### src/rtl/score_bcd_keeper.sv
// score_bcd_keeper
// Saturating two-digit BCD score keeper with scan strobe generation.
// Shot events of 1-3 points are added one unit per clock so that the
// BCD carry only ever ripples from d0 into d1. A free-running divider
// produces the scan_en strobe for the downstream digit multiplexer.
module score_bcd_keeper #(
    parameter int unsigned CLK_HZ    = 100000000,
    parameter int unsigned SCAN_HZ   = 4000,
    parameter int unsigned MAX_SCORE = 99
) (
    input  logic       clk,
    input  logic       rst,
    input  logic       clear,
    input  logic       shot_valid,
    input  logic [1:0] shot_pts,
    output logic       shot_ready,
    output logic       saturated,
    output logic       scan_en,
    output logic [3:0] d3,
    output logic [3:0] d2,
    output logic [3:0] d1,
    output logic [3:0] d0
);

    localparam int unsigned DIV = CLK_HZ / SCAN_HZ;
    localparam int unsigned CW  = (DIV > 2) ? $clog2(DIV) : 1;

    localparam logic [CW-1:0] CNT_LAST = CW'(DIV - 1);
    localparam logic [3:0]    MAX_TENS = 4'(MAX_SCORE / 10);
    localparam logic [3:0]    MAX_ONES = 4'(MAX_SCORE % 10);

    typedef enum logic {
        IDLE,
        ADD
    } state_t;

    state_t        r_state;
    state_t        w_next;
    logic [CW-1:0] r_cnt;
    logic          r_scan_en;
    logic [3:0]    r_d1;
    logic [3:0]    r_d0;
    logic [1:0]    r_rem;
    logic          r_sat;
    logic          w_at_max;
    logic          w_accept;

    assign w_at_max = (r_d1 == MAX_TENS) && (r_d0 == MAX_ONES);
    assign w_accept = shot_valid && (shot_pts != 2'd0);

    // Scan divider: counts 0..DIV-1, strobe registered one cycle after the wrap value
    always_ff @(posedge clk or negedge rst) begin
        if (!rst) begin
            r_cnt     <= '0;
            r_scan_en <= 1'b0;
        end else begin
            r_scan_en <= (r_cnt == CNT_LAST);
            if (r_cnt == CNT_LAST) begin
                r_cnt <= '0;
            end else begin
                r_cnt <= r_cnt + 1'b1;
            end
        end
    end

    // FSM state register; clear forces IDLE from any state
    always_ff @(posedge clk or negedge rst) begin
        if (!rst) begin
            r_state <= IDLE;
        end else if (clear) begin
            r_state <= IDLE;
        end else begin
            r_state <= w_next;
        end
    end

    // FSM next-state: leave ADD on saturation or after the last unit
    always_comb begin
        w_next = r_state;
        case (r_state)
            IDLE: begin
                if (w_accept) begin
                    w_next = ADD;
                end
            end
            ADD: begin
                if (w_at_max || (r_rem == 2'd1)) begin
                    w_next = IDLE;
                end
            end
            default: w_next = IDLE;
        endcase
    end

    // FSM outputs: events are accepted only while idle
    always_comb begin
        shot_ready = 1'b0;
        if (r_state == IDLE) begin
            shot_ready = 1'b1;
        end
    end

    // Score datapath: latch points on accept, add one unit per ADD cycle
    always_ff @(posedge clk or negedge rst) begin
        if (!rst) begin
            r_d1  <= '0;
            r_d0  <= '0;
            r_rem <= '0;
            r_sat <= 1'b0;
        end else if (clear) begin
            r_d1  <= '0;
            r_d0  <= '0;
            r_rem <= '0;
            r_sat <= 1'b0;
        end else begin
            case (r_state)
                IDLE: begin
                    if (w_accept) begin
                        r_rem <= shot_pts;
                    end
                end
                ADD: begin
                    if (w_at_max) begin
                        r_sat <= 1'b1;
                        r_rem <= '0;
                    end else begin
                        if (r_d0 == 4'd9) begin
                            r_d0 <= '0;
                            r_d1 <= r_d1 + 4'd1;
                        end else begin
                            r_d0 <= r_d0 + 4'd1;
                        end
                        r_rem <= r_rem - 2'd1;
                    end
                end
                default: r_rem <= '0;
            endcase
        end
    end

    assign saturated = r_sat;
    assign scan_en   = r_scan_en;
    assign d3        = 4'hF;
    assign d2        = 4'hF;
    assign d1        = r_d1;
    assign d0        = r_d0;

endmodule

### config.mk
export PLATFORM = sky130hd
export DESIGN_NAME = score_bcd_keeper
export DESIGN_NICKNAME = d
export VERILOG_FILES = /design/src/rtl/score_bcd_keeper.sv
export SDC_FILE = /design/constraint.sdc
export NUM_CORES = 1
export LEC_CHECK = 0
export CAP_MARGIN = 20
export CORE_MARGIN = 3
export CORE_UTILIZATION = 47
export DETAILED_ROUTE_END_ITERATION = 12
export GPL_TIMING_DRIVEN = 0
export PLACE_DENSITY_LB_ADDON = 0.3
export SKIP_LAST_GASP = 1
export SYNTH_ARGS = -nofsm -noshare
export SYNTH_HDL_FRONTEND = slang
export SYNTH_SLANG_ARGS = --single-unit
### constraint.sdc
create_clock -name clk -period 1.65 [get_ports clk]
set_clock_uncertainty 0.05 [all_clocks]
set_input_delay 0.2475 -clock clk [delete_from_list [all_inputs] [get_ports clk]]
set_output_delay 0.2475 -clock clk [all_outputs]
set_load 0.01 [all_outputs]
==> results of run 1 <==
==> what timing repair did <==
action / CTS / global route
gates cloned: 1 / 0
buffers inserted: 4 / 7
resized for setup: 3 / 13
endpoints found under the setup margin: 13 / 20
pin swaps: 1 / 2
==> state kept, by name (all words and copies together) (netlist names) <==
| register | cells |
|---|---|
| d0 | 4 |
| d1 | 4 |
| r_cnt | 15 |
| r_rem | 2 |
| r_state | 1 |
| saturated | 1 |
| scan_en | 1 |
==> layer usage <==
metal / global-route usage [%] / share of wire (%) / vias to the layer above
met2: 26.9 / 49 / 29
met3: 2.88 / 4.1 / 6
met4: 5.79 / 1.6 / 0
li1: - / - / 567
met5: 0 / 0 / -
met1: 21.0 / 45 / 544
==> area by class of cell <==
cell class	instances	area share, %
timing repair buffer	28	14.4
multi-input combinational	108	39.1
tap	42	2.68
inverter	8	1.53
buffer	11	3.89
clock inverter	1	1.53
sequential	28	35.8
clock buffer	3	1.15
==> metrics by stage <==
step	util (%)	std cells	setup WS, ns	hold slack (ns)
final	67.6	229	0.0640	0.173
after global placement	60.0	212	-0.111	0.424
after detailed placement	61.0	213	-0.0487	0.438
after floorplan	-	154	0.0861	-0.0981
after CTS	64.3	222	0.00454	0.181
after global routing	67.6	229	-0.0515	0.174
==> cell usage in the layout (no fill, tap or decap), drive strengths merged <==
cell type / netlist / layout
nand2: 7 / 7
inv: 8 / 8
or4: 1 / 1
xor2: 8 / 8
nor4: 3 / 3
dfrtp: 28 / 28
or2: 1 / 1
clkbuf: 1 / 4
o221a: 1 / 1
conb: 1 / 8
o21ai: 4 / 4
a2bb2oi: 1 / 1
a211oi: 1 / 1
and3: 1 / 1
nand3b: 2 / 2
nor4b: 1 / 1
nand4: 3 / 3
nand3: 9 / 9
nor3: 8 / 8
nor2b: 1 / 1
a31oi: 1 / 1
dlygate4sd2: 0 / 1
ha: 6 / 6
a21oi: 6 / 6
buf: 10 / 22
dlymetal6s2s: 0 / 5
and3b: 2 / 2
bufinv: 0 / 1
and2: 1 / 1
mux2i: 1 / 1
or3: 1 / 1
xnor2: 7 / 7
clkdlybuf4s50: 0 / 10
nor2: 22 / 23
==> synth_stat cells (2+ instances only) <==
library cell	n	area (sq um)
a21oi_1	6	30.0
and3b_1	2	17.5
buf_2	2	10.0
buf_4	8	60.1
dfrtp_1	28	701
ha_1	6	75.1
inv_1	8	30.0
nand2_1	6	22.5
nand3_1	8	40.0
nand3b_1	2	15.0
nor2_1	14	52.6
nor2_2	7	43.8
nor3_1	8	40.0
nor4_2	2	25.0
o21ai_0	3	15.0
xnor2_1	7	61.3
xor2_1	8	70.1
==> path summary, 6_finish.rpt <==
kind | startpoint | end | slack (ns)
setup reg to reg | r_cnt[0]$_DFF_PN0_ | r_cnt[3]$_DFF_PN0_ | 0.07
min in group clk | clear | r_rem[1]$_DFFE_PN0P_ | 0.47
setup / recovery | r_state$_DFF_PN0_ | shot_ready | 0.06
hold / removal | rst | r_cnt[3]$_DFF_PN0_ | 0.17
hold reg to reg | saturated$_DFFE_PN0P_ | saturated$_DFFE_PN0P_ | 0.47
max in group asynchronous | rst | d0[0]$_DFFE_PN0P_ | 0.89
==> kinds of logic after synthesis <==
family / after synthesis
buf+inv: 19
xor+xnor: 15
other cells: 1
flops: 28
simple gates: 63
fa+ha+maj: 6
compound gates: 14
mux: 1
==> power groups by stage <==
stage                     sequential, mW  clock [mW]  combinational, mW
final                              0.705       0.453              0.142
after detailed placement           0.719           0              0.127
after global routing               0.707       0.496              0.157
after global placement             0.719           0              0.115
after CTS                          0.706       0.465              0.130
after floorplan                    0.719           0             0.0688
==> out/results.tsv, run 1 <==
metric	value	unit
outcome	completed	
area of the multi-input gates	766	sq um
Comb pwr share	10.9	%
layout cells sized above 1	27.8	%
number of fill cells	227	
CP startpoint kind	register	
WP data required	1.35	ns
clk_lat worst skew	0.33	ns
mean area per synthesized cell	10.2	sq um
FMAX	0.631	GHz
DR WL/cell	13.4	um
clock power share	34.8	%
Fin. Hold Viols	0	
Async SR Flop Fraction	100	%
area taken by flip-flops and latches	702	sq um
mapped cell area	1500	sq um
die width	62.5	um
WP buf/inv	3	
area delta synth->final	30.6	%
drc violations	0	
total routed wirelength	3060	um
Worst Hold Class	primary input to asynchronous set/reset pin	
setup TNS	0	ns
H-tree depth	1	
Tmin final	1.59	ns
First-pass DRT Iterations	5	
xor/xnor share of the synthesized area	8.75	%
sw frac	22.2	%
Finished Cell Area	1960	sq um
adder-cell share of the synthesized area	5.00	%
Worst-Margin Slew	0.506	ns
unrepaired setup endpoints after global routing	true	
Worst slew margin	66.3	%
Total Routing Usage GR	16.1	%
CP endpoint kind	output pin	
synth warn	0	
maximum VDD drop	0.446	mV
CP peak stage delay	0.40	ns
RD Place Congestion	0.796	
first-pass GRT wire length	5070	um
critical path depth	3	
io pins	25	
CTS max path bufs	2	
CP max FO	9	
part of the power in registers	54.3	%
CTS tree	yes	
hold_buf cts	0	
vias in the first global route	1098	
Final ANT Viol Nets	0	
Core Region	2900	sq um
I/O Buffers	16	
GRT overflow	0	
FF-to-FF path depth	5	
largest net degree at the start of global routing	22	
Crit Path Category	register to output pin	
library cells used by synthesis	39	
initial antenna violation count	0	
TritonCTS Sinks	28	
Synth Area in Compound Gates	5.58	%
total power	1.30	mW
clock-pin transition on the worst setup and hold timing paths	0.16	ns
sequential share of the synthesized area	46.7	%
Syn Inst Count	147	
Leak Pwr	0.977	nW
Simple-Gate Fraction of Synth Area	26.2	%
via count	1146	
largest family of logic cells by synthesized area	simple AND/OR/NAND/NOR gates	
post-synthesis mux area share	0.667	%
row count	19	
period utilization	96.1	%
clock root buffer	clkbuf_4	
n_diodes	0	
Primary FF master, synth	dfrtp_1	
Via density	5.00	
net total in the final layout	200	
P_int	1.01	mW
Post-DP Area	1770	sq um
synthesis-stage register bit count	28	
pwr dens	663	nW/um^2
Post-synth EDFFs	0	
max cap viols	0	
cts bufs inserted	3	
Slew Viols, Final	0	
worst path arrival time	1.29	ns
CP top delay family	buffers and inverters	
Starting Density	51.8	%
dpl hpwl	2030	um
die height	62.5	um
Setup-failing EPs final	0	
die area	3910	sq um
CP max stage cell	dfrtp_1	
Iteration-0 DRC Markers	46	
crit path cell chain	buf_2 -> inv_2 -> dlygate4sd2_1	
Psw	289	uW
Note: power is estimated with default switching activity, not from simulation.
==> inputs of run 2 (changes only) <==
--- a/config.mk
+++ b/config.mk
@@ -7,7 +7,8 @@
 export LEC_CHECK = 0
 export CAP_MARGIN = 20
 export CORE_MARGIN = 3
-export CORE_UTILIZATION = 47
+export CORE_UTILIZATION = 49
+export CTS_BUF_LIST = sky130_fd_sc_hd__clkbuf_8
 export DETAILED_ROUTE_END_ITERATION = 12
 export GPL_TIMING_DRIVEN = 0
 export PLACE_DENSITY_LB_ADDON = 0.3
==> run 2 against run 1 <==
Effect of this change: combinational power shrank 4%; routed wire length decreased by 7.3%; setup slack better by 0.0058 ns; global-route usage increased by 0.75 points; total power up 5.9%; register-to-register slack about the same; clock-buffer cell count did not move; worst hold slack improved by 0.072 ns.
==> out/results.tsv, run 2 (synthesis results as in run 1) <==
metric	value	unit
CTS max path bufs	2	
outcome	completed	
CP endpoint kind	register	
Starting Density	53.1	%
Post-DP Area	1750	sq um
CTS tree	yes	
reg2reg end	r_rem[1]$_DFFE_PN0P_	
dpl hpwl	2000	um
pwr dens	717	nW/um^2
clock root buffer	clkbuf_8	
largest net degree at the start of global routing	22	
hold_buf cts	0	
RD Place Congestion	0.791	
unrepaired setup endpoints after global routing	true	
io pins	25	
reg2reg start	d1[0]$_DFFE_PN0P_	
I/O Buffers	16	
Min Hold Slack	0.245	ns
CP max FO	5	
Worst Hold Class	primary input to asynchronous set/reset pin	
vias in the first global route	1065	
DR WL/cell	13.4	um
Crit Path Category	register to register	
Final ANT Viol Nets	0	
die area	3760	sq um
Leak Pwr	0.883	nW
area delta synth->final	27.9	%
n_diodes	0	
Iteration-0 DRC Markers	82	
Tmin final	1.58	ns
H-tree depth	1	
period utilization	95.8	%
layout cells sized above 1	24.9	%
cts bufs inserted	3	
via count	1142	
WP data required	1.78	ns
placed cells	202	
max cap viols	0	
net total in the final layout	194	
First-pass DRT Iterations	4	
FMAX	0.633	GHz
first-pass GRT wire length	4640	um
GRT overflow	0	
worst path arrival time	1.71	ns
Reg with most FFs	r_cnt	
FF-to-FF path depth	5	
commonest cells after routing, fill and taps aside	28 x dfrtp_1, 14 x nor2_1, 14 x clkdlybuf4s50_1, 13 x buf_4	
die height	61.4	um
most common cell after layout, fill and taps aside	dfrtp_1	
Core Region	2830	sq um
Slew Viols, Final	0	
Via density	5.39	
Total Routing Usage GR	16.9	%
row count	19	
maximum VDD drop	0.525	mV
drc violations	0	
Setup-failing EPs final	0	
initial antenna violation count	0	
CP startpoint kind	register	
max reg flops	15	
total routed wirelength	2840	um
number of fill cells	219	
die width	61.4	um
clock-pin transition on the worst setup and hold timing paths	0.09	ns
Finished Cell Area	1920	sq um
Finished Layout Cells	212	
TritonCTS Sinks	28	
area taken by flip-flops and latches	701	sq um
area of the multi-input gates	773	sq um
Fin. Hold Viols	0	
clk_lat worst skew	0.27	ns
reg-to-reg setup timing slack	0.07	ns
## run 2: worst max-delay path, cell delays in order (launching register included)
cell and delay (ns):
dfrtp_1 0.44, ha_1 0.23, nand3b_1 0.20, o21ai_4 0.10, o221a_2 0.25, nor3_1 0.21
## run 2: per-layer routing
metal  track usage, %  vias up  wire (um)
met5                0        -          0
met4             8.48        0         61
met2             30.2       28       1530
li1                 -      552          -
met3             2.94        8        124
met1             19.3      554       1120
## run 2: repair_timing
item,CTS,global route
gates cloned,1,0
setup endpoints to repair,11,14
pin swaps,1,2
gates resized for setup,3,10
buffers inserted,4,1
## run 2: cell type report
cell class                 count  share of cell area, %
clock inverter                 1                   1.56
multi-input combinational    108                   40.3
tap                           31                   2.02
timing repair buffer          22                   11.8
inverter                       8                   1.56
buffer                        11                   4.17
clock buffer                   3                   2.15
sequential                    28                   36.5
## run 2: stage by stage
stage          util (%)  setup TNS (ns)  worst slack, ns  power [mW]
2_1_floorplan         -               0           0.0861       0.788
3_3_place_gp       61.0           -3.78           -0.129       0.833
3_5_place_dp       62.0          -0.391          -0.0551       0.846
4_1_cts            66.0               0          0.00542        1.39
5_1_grt            67.9         -0.0316          -0.0240        1.44
6_report           67.9               0           0.0697        1.38
## run 2: power breakdown
part           switching (mW)  leakage [nW]  total (mW)  internal (mW)
clock network           0.210        0.0357       0.535          0.325
registers             0.00880         0.373       0.705          0.696
logic                  0.0711         0.474       0.137         0.0657
total                   0.290         0.883        1.38           1.09
## run 2: how the worst max path moves through the flow
stage / from / to / slack (ns) / cells after the start
floorplan: r_cnt[0]$_DFF_PN0_ / r_cnt[14]$_DFF_PN0_ / 0.09 / 5
global placement: rst / r_cnt[8]$_DFF_PN0_ / -0.13 / 1
detailed placement: r_cnt[0]$_DFF_PN0_ / r_cnt[8]$_DFF_PN0_ / -0.06 / 5
CTS: d0[1]$_DFFE_PN0P_ / d1[1]$_DFFE_PN0P_ / 0.005 / 7
global route: d1[1]$_DFFE_PN0P_ / r_rem[0]$_DFFE_PN0P_ / -0.02 / 6
finish: d1[0]$_DFFE_PN0P_ / r_rem[1]$_DFFE_PN0P_ / 0.07 / 5
